[src/rtl/iter_2d.sv]
// Raster-scan point generator: walks (x,y) over a 2-D grid in row-major order,
// presenting one point per cycle under a valid/ready handshake.
module iter_2d #(
    parameter int X_MAX_VALUE = 3,
    parameter int Y_MAX_VALUE = 2,
    parameter int X_WIDTH     = $clog2(X_MAX_VALUE + 1),
    parameter int Y_WIDTH     = $clog2(Y_MAX_VALUE + 1),
    parameter bit CONTINUOUS  = 1'b0,
    localparam int XW = (X_WIDTH < 1) ? 1 : X_WIDTH,
    localparam int YW = (Y_WIDTH < 1) ? 1 : Y_WIDTH
) (
    input  logic          clk,
    input  logic          reset,
    input  logic          start,
    input  logic          abort,
    input  logic          ready,
    output logic          valid,
    output logic [XW-1:0] x,
    output logic [YW-1:0] y,
    output logic          row_last,
    output logic          last,
    output logic          busy,
    output logic          done
);

    localparam logic IDLE = 1'b0;
    localparam logic RUN  = 1'b1;

    localparam logic [XW-1:0] X_LAST = XW'(X_MAX_VALUE);
    localparam logic [YW-1:0] Y_LAST = YW'(Y_MAX_VALUE);
    localparam logic [XW-1:0] X_ONE  = XW'(1);
    localparam logic [YW-1:0] Y_ONE  = YW'(1);

    logic state;
    logic handshake;

    // Handshake: a point transfers on a rising edge where valid && ready are
    // both high; valid, x and y never change while valid is high and ready low.
    assign valid     = (state == RUN);
    assign busy      = (state == RUN);
    assign handshake = valid && ready;
    assign row_last  = valid && (x == X_LAST);
    assign last      = row_last && (y == Y_LAST);

    always_ff @(posedge clk or negedge reset) begin
        if (!reset) begin
            state <= IDLE;
            x     <= '0;
            y     <= '0;
            done  <= 1'b0;
        end else begin
            done <= 1'b0;
            case (state)
                IDLE: begin
                    x <= '0;
                    y <= '0;
                    if (start && !abort) begin
                        state <= RUN;
                    end
                end
                RUN: begin
                    // abort outranks a coincident handshake, so no done pulse
                    if (abort) begin
                        state <= IDLE;
                        x     <= '0;
                        y     <= '0;
                    end else if (handshake) begin
                        if (last) begin
                            done <= 1'b1;
                            x    <= '0;
                            y    <= '0;
                            if (!CONTINUOUS) begin
                                state <= IDLE;
                            end
                        end else if (row_last) begin
                            x <= '0;
                            y <= y + Y_ONE;
                        end else begin
                            x <= x + X_ONE;
                        end
                    end
                end
                default: begin
                    state <= IDLE;
                    x     <= '0;
                    y     <= '0;
                end
            endcase
        end
    end

endmodule

[config.mk]
export PLATFORM = sky130hd
export DESIGN_NAME = iter_2d
export DESIGN_NICKNAME = d
export VERILOG_FILES = /design/src/rtl/iter_2d.sv
export SDC_FILE = /design/constraint.sdc
export NUM_CORES = 1
export LEC_CHECK = 0
export CAP_MARGIN = 20
export CORE_AREA = 2 2 39 41
export CTS_CLUSTER_DIAMETER = 150
export DETAILED_ROUTE_END_ITERATION = 8
export DIE_AREA = 0 0 41 43
export HOLD_SLACK_MARGIN = 0.06
export PLACE_DENSITY_LB_ADDON = 0.2
export SYNTH_ARGS = -nofsm -noshare
export SYNTH_HDL_FRONTEND = slang
export SYNTH_SLANG_ARGS = --single-unit
[constraint.sdc]
create_clock -name clk -period 3.12 [get_ports clk]
set_input_delay 0.468 -clock clk [delete_from_list [all_inputs] [get_ports clk]]
set_output_delay 0.468 -clock clk [all_outputs]
set_load 0.02 [all_outputs]
### Word level (Yosys, flattened, before mapping)

Index checks and enable logic that the tools add are counted.

* bits in registers: 6
* logic and storage cells: 36

* add/subtract/negate cells: 2
* equality and inequality tests: 4
* muxes and demuxes: 19
* bitwise logic cells: 1
* reduce and logical (&&, ||, !) cells: 6

Operators with widths (number)
* 2-to-1 mux 2 bit: 8
* 2-to-1 mux 1 bit: 8
* case mux 2 bit (2 select lines): 2
* adder 2 x 1 -> 2 bit, second input constant: 2
* equality test 2 bit, second input constant: 2
* logical AND 1 bit: 4
* inequality test 4 bit, second input constant: 1
* inequality test 3 x 2 -> 1 bit, second input constant: 1
* case mux 1 bit (2 select lines): 1
* AND reduction 2 bit: 1
* zero test 1 bit: 1
* NOT 1 bit: 1

### Longest topological paths before layout

* depth after elaboration: 7
* depth in mapped cells: 3
* mapped depth without buffers: 3

### Worst setup path after synthesis

OpenSTA, ideal clock, no wires.

* path type: reg2out
* start point: register x[0]
* end point: output last
* data arrival time: 1096 ps
* setup slack: 1556 ps
* stages on the path, launching flop included: 3
* cells stage by stage: dfrtp_1 > ha_1 > and4b_1

* longest elaborated chain between the ends: 3

Ends and longest elaborated chain
* start: declaration: line 18 `output logic [XW-1:0] x,`
* start signal: assignment: line 79 `x <= x + X_ONE;`
* equality test 2 bit: line 42 `assign row_last = valid && (x == X_LAST);`
* logical AND 1 bit: line 42
* logical AND 1 bit: line 43 `assign last = row_last && (y == Y_LAST);`
* end: declaration: line 21 `output logic last,`

Every way passes these cells.

### Final worst setup path

Same ends and word-level chain as after synthesis.

==> impl_metrics.py <==
metrics = {
    "status": {
        "outcome": "completed",
    },
    "place": {
        "placed_area_um2": 457.9,
        "globalplace.congestion": 0.7025,
        "port_buffers": 13,
        "hpwl_um": 502.2,
    },
    "detailed_routing": {
        "via_count": 275,
        "wl_um": 681,
        "routed_via_density": 4.741,
        "drc": 0,
        "postRouteAntennaNets": 0,
        "drt_iter0_drc": 7,
        "wl_per_cell_um": 11.74,
        "firstDrtPassIters": 4,
    },
    "power_and_ir_drop": {
        "power_density_nw_per_um2": 354.1,
        "finalPower_uw": 170.1,
        "ir_drop_mv": 0.2866,
        "p_leak_uw": 0.0002018,
    },
    "floorplan": {
        "ios": 14,
        "fp.dieH_um": 43,
        "start_util_pct": 23.33,
        "fp-row-count": 14,
        "dieArea_um2": 1763,
        "dieWidth_um": 41,
        "coreArea_um2": 1384,
    },
    "run": {
        "maxCapViolations": 0,
    },
    "final_layout": {
        "drive_above_1_share_pct": 14.29,
        "post-route-util_pct": 34.72,
        "n_antenna_cell": 0,
        "fill_cells": 139,
        "final_area_um2": 480.5,
        "area_delta_synth_final_pct": 48.84,
        "final_nets": 50,
    },
    "timing": {
        "tns_ns": 0,
        "clock_skew_ns": 0.001580,
        "worst_pin_slew_ns": 0.3033,
        "final_max_slew_viol_count": 0,
        "fmax_mhz": 443.3,
        "grt_setup_unrepaired": "false",
        "hold_viol": 0,
        "min_period_ns": 2.256,
        "slew_headroom_pct": 79.72,
        "fin_crit_sh_pct": 72.30,
        "setup_violations": 0,
    },
    "grt": {
        "antenna_found_initial": 0,
        "grt_usage_pct": 9.990,
        "grt_pass1_wl_mm": 1.152,
        "grt_max_degree": 11,
        "grt_overflow": 0,
        "first_global_vias": 262,
    },
    "setup_path": {
        "slowest_delay_ns": 0.60,
        "cp-startpoint": "x[0]",
        "timing.rr.end": "x[0]",
        "rr_startpoint": "x[0]",
        "crit_slowest_cell": "clkdlybuf4s50_1",
        "path_max_fanout": 9,
        "crit_chain": "ha_1, and4b_1, clkdlybuf4s50_1",
        "end_kind": "primary output",
        "cp-start-kind": "register",
        "critPathBufInv": 1,
        "reg2reg_slack_ns": 1.81,
        "worstSetupPathType": "register to primary output",
        "cp.required_ns": 2.65,
        "rr_worst_depth": 3,
        "crit_family": "buffers and inverters",
        "crit_arrival_ns": 1.79,
    },
    "clocking": {
        "clockBufferDepth": 2,
        "postCtsHoldBufs": 0,
        "clock-sinks": 6,
        "ctsResizeCount": 0,
        "cts_tree": "built",
        "cts_buffers": 3,
        "cts_htree_levels": 1,
        "postCtsSetupRepairBufs": 0,
        "cts_root_buf": "clkbuf_4",
        "clock_latency_ns": 0.24,
        "clkTransAtPathRegs_ns": 0.04,
    },
    "synth": {
        "synth-seq-cells": 6,
        "avgSynthCellArea_um2": 11.53,
        "syn-num-nets": 34,
        "synth.distinct_cells": 16,
        "synth_area_um2": 322.8,
        "yosys_warnings": 0,
        "yosysSeqAreaShare_pct": 46.51,
        "netlist_instances": 28,
    },
    "hold_path": {
        "hold_class": "input pin to async pin",
    },
}
==> metal layers <==
metal	wire length, um	global-route usage, %	vias to the layer above
li1	-	-	131
met1	318	13.40	128
met2	308	12.50	16
met3	54	7.853	0
met4	0	2.000	0
met5	0	0	-
==> worst register-to-register path, stage by stage (launching register included) <==
cell     delay (ns)
dfrtp_1        0.40
ha_1           0.30
or3b_1         0.41
a21oi_2        0.12
==> logic make-up (layout without fill, tap and decap cells) <==
group | Yosys count | after routing | share of synthesized area (%)
buffers and inverters | 2 | 16 | 4.650
adder cells (fa/ha/maj) | 1 | 1 | 3.875
flip-flops | 6 | 6 | 46.51
AND/OR/NAND/NOR | 12 | 12 | 29.07
AO/OA/AOI/OAI | 7 | 7 | 15.89
==> sequential cells by signal (all words and copies together) (netlist names) <==
register,flops
x,2
y,2
busy,1
done,1
==> worst max-delay path by stage <==
stage / slack, ns / endpoint / depth (start not counted)
floorplan: 1.56 / last / 2
global placement: 1.16 / last / 3
detailed placement: 1.13 / last / 3
CTS: 0.86 / last / 3
global route: 0.78 / last / 3
finish: 0.86 / last / 3
==> synthesized netlist by cell type <==
library cell / n / area share [%]
a211oi_1: 1 / 2.3
nand4b_1: 1 / 2.7
and3b_1: 1 / 2.7
a21oi_2: 1 / 2.7
dfrtp_1: 6 / 47
and4b_1: 2 / 6.2
nand4bb_1: 1 / 3.5
nand2b_1: 3 / 5.8
a21oi_1: 3 / 4.6
nand3b_1: 1 / 2.3
a21bo_2: 2 / 6.2
nor2_1: 1 / 1.2
buf_4: 2 / 4.6
and2_1: 1 / 1.9
or3b_1: 1 / 2.7
ha_1: 1 / 3.9
==> placed cells by master (no fill, tap or decap), types with 2 or more instances in the layout <==
master / instances
a21bo_2: 2
a21oi_1: 3
and4b_1: 2
nand2b_1: 3
clkdlybuf4s50_1: 13
clkbuf_4: 3
dfrtp_1: 6
==> through the flow <==
stage | std cells | worst slack [ns] | hold slack [ns]
finish | 58 | 0.8643 | 0.4838
detailed placement | 55 | 1.125 | 0.5578
CTS | 58 | 0.8599 | 0.4872
global placement | 55 | 1.165 | 0.5504
global route | 58 | 0.7790 | 0.4969
floorplan | 28 | 1.556 | 0.1724
==> report_power, final <==
part	switching, uW	internal (uW)
registers	1.92	79.6
logic	9.66	10.7
clock network	24.9	43.3
total	36.5	134
==> area by class of cell <==
cell class                 instances  area, um^2  share of cell area (%)
sequential                         6       150.1                   31.25
multi-input combinational         20       157.7                   32.81
timing repair buffer              13       130.1                   27.08
clock buffer                       3       22.52                   4.687
tap                               16       20.02                   4.167
Power figures use the tool's default switching activity.
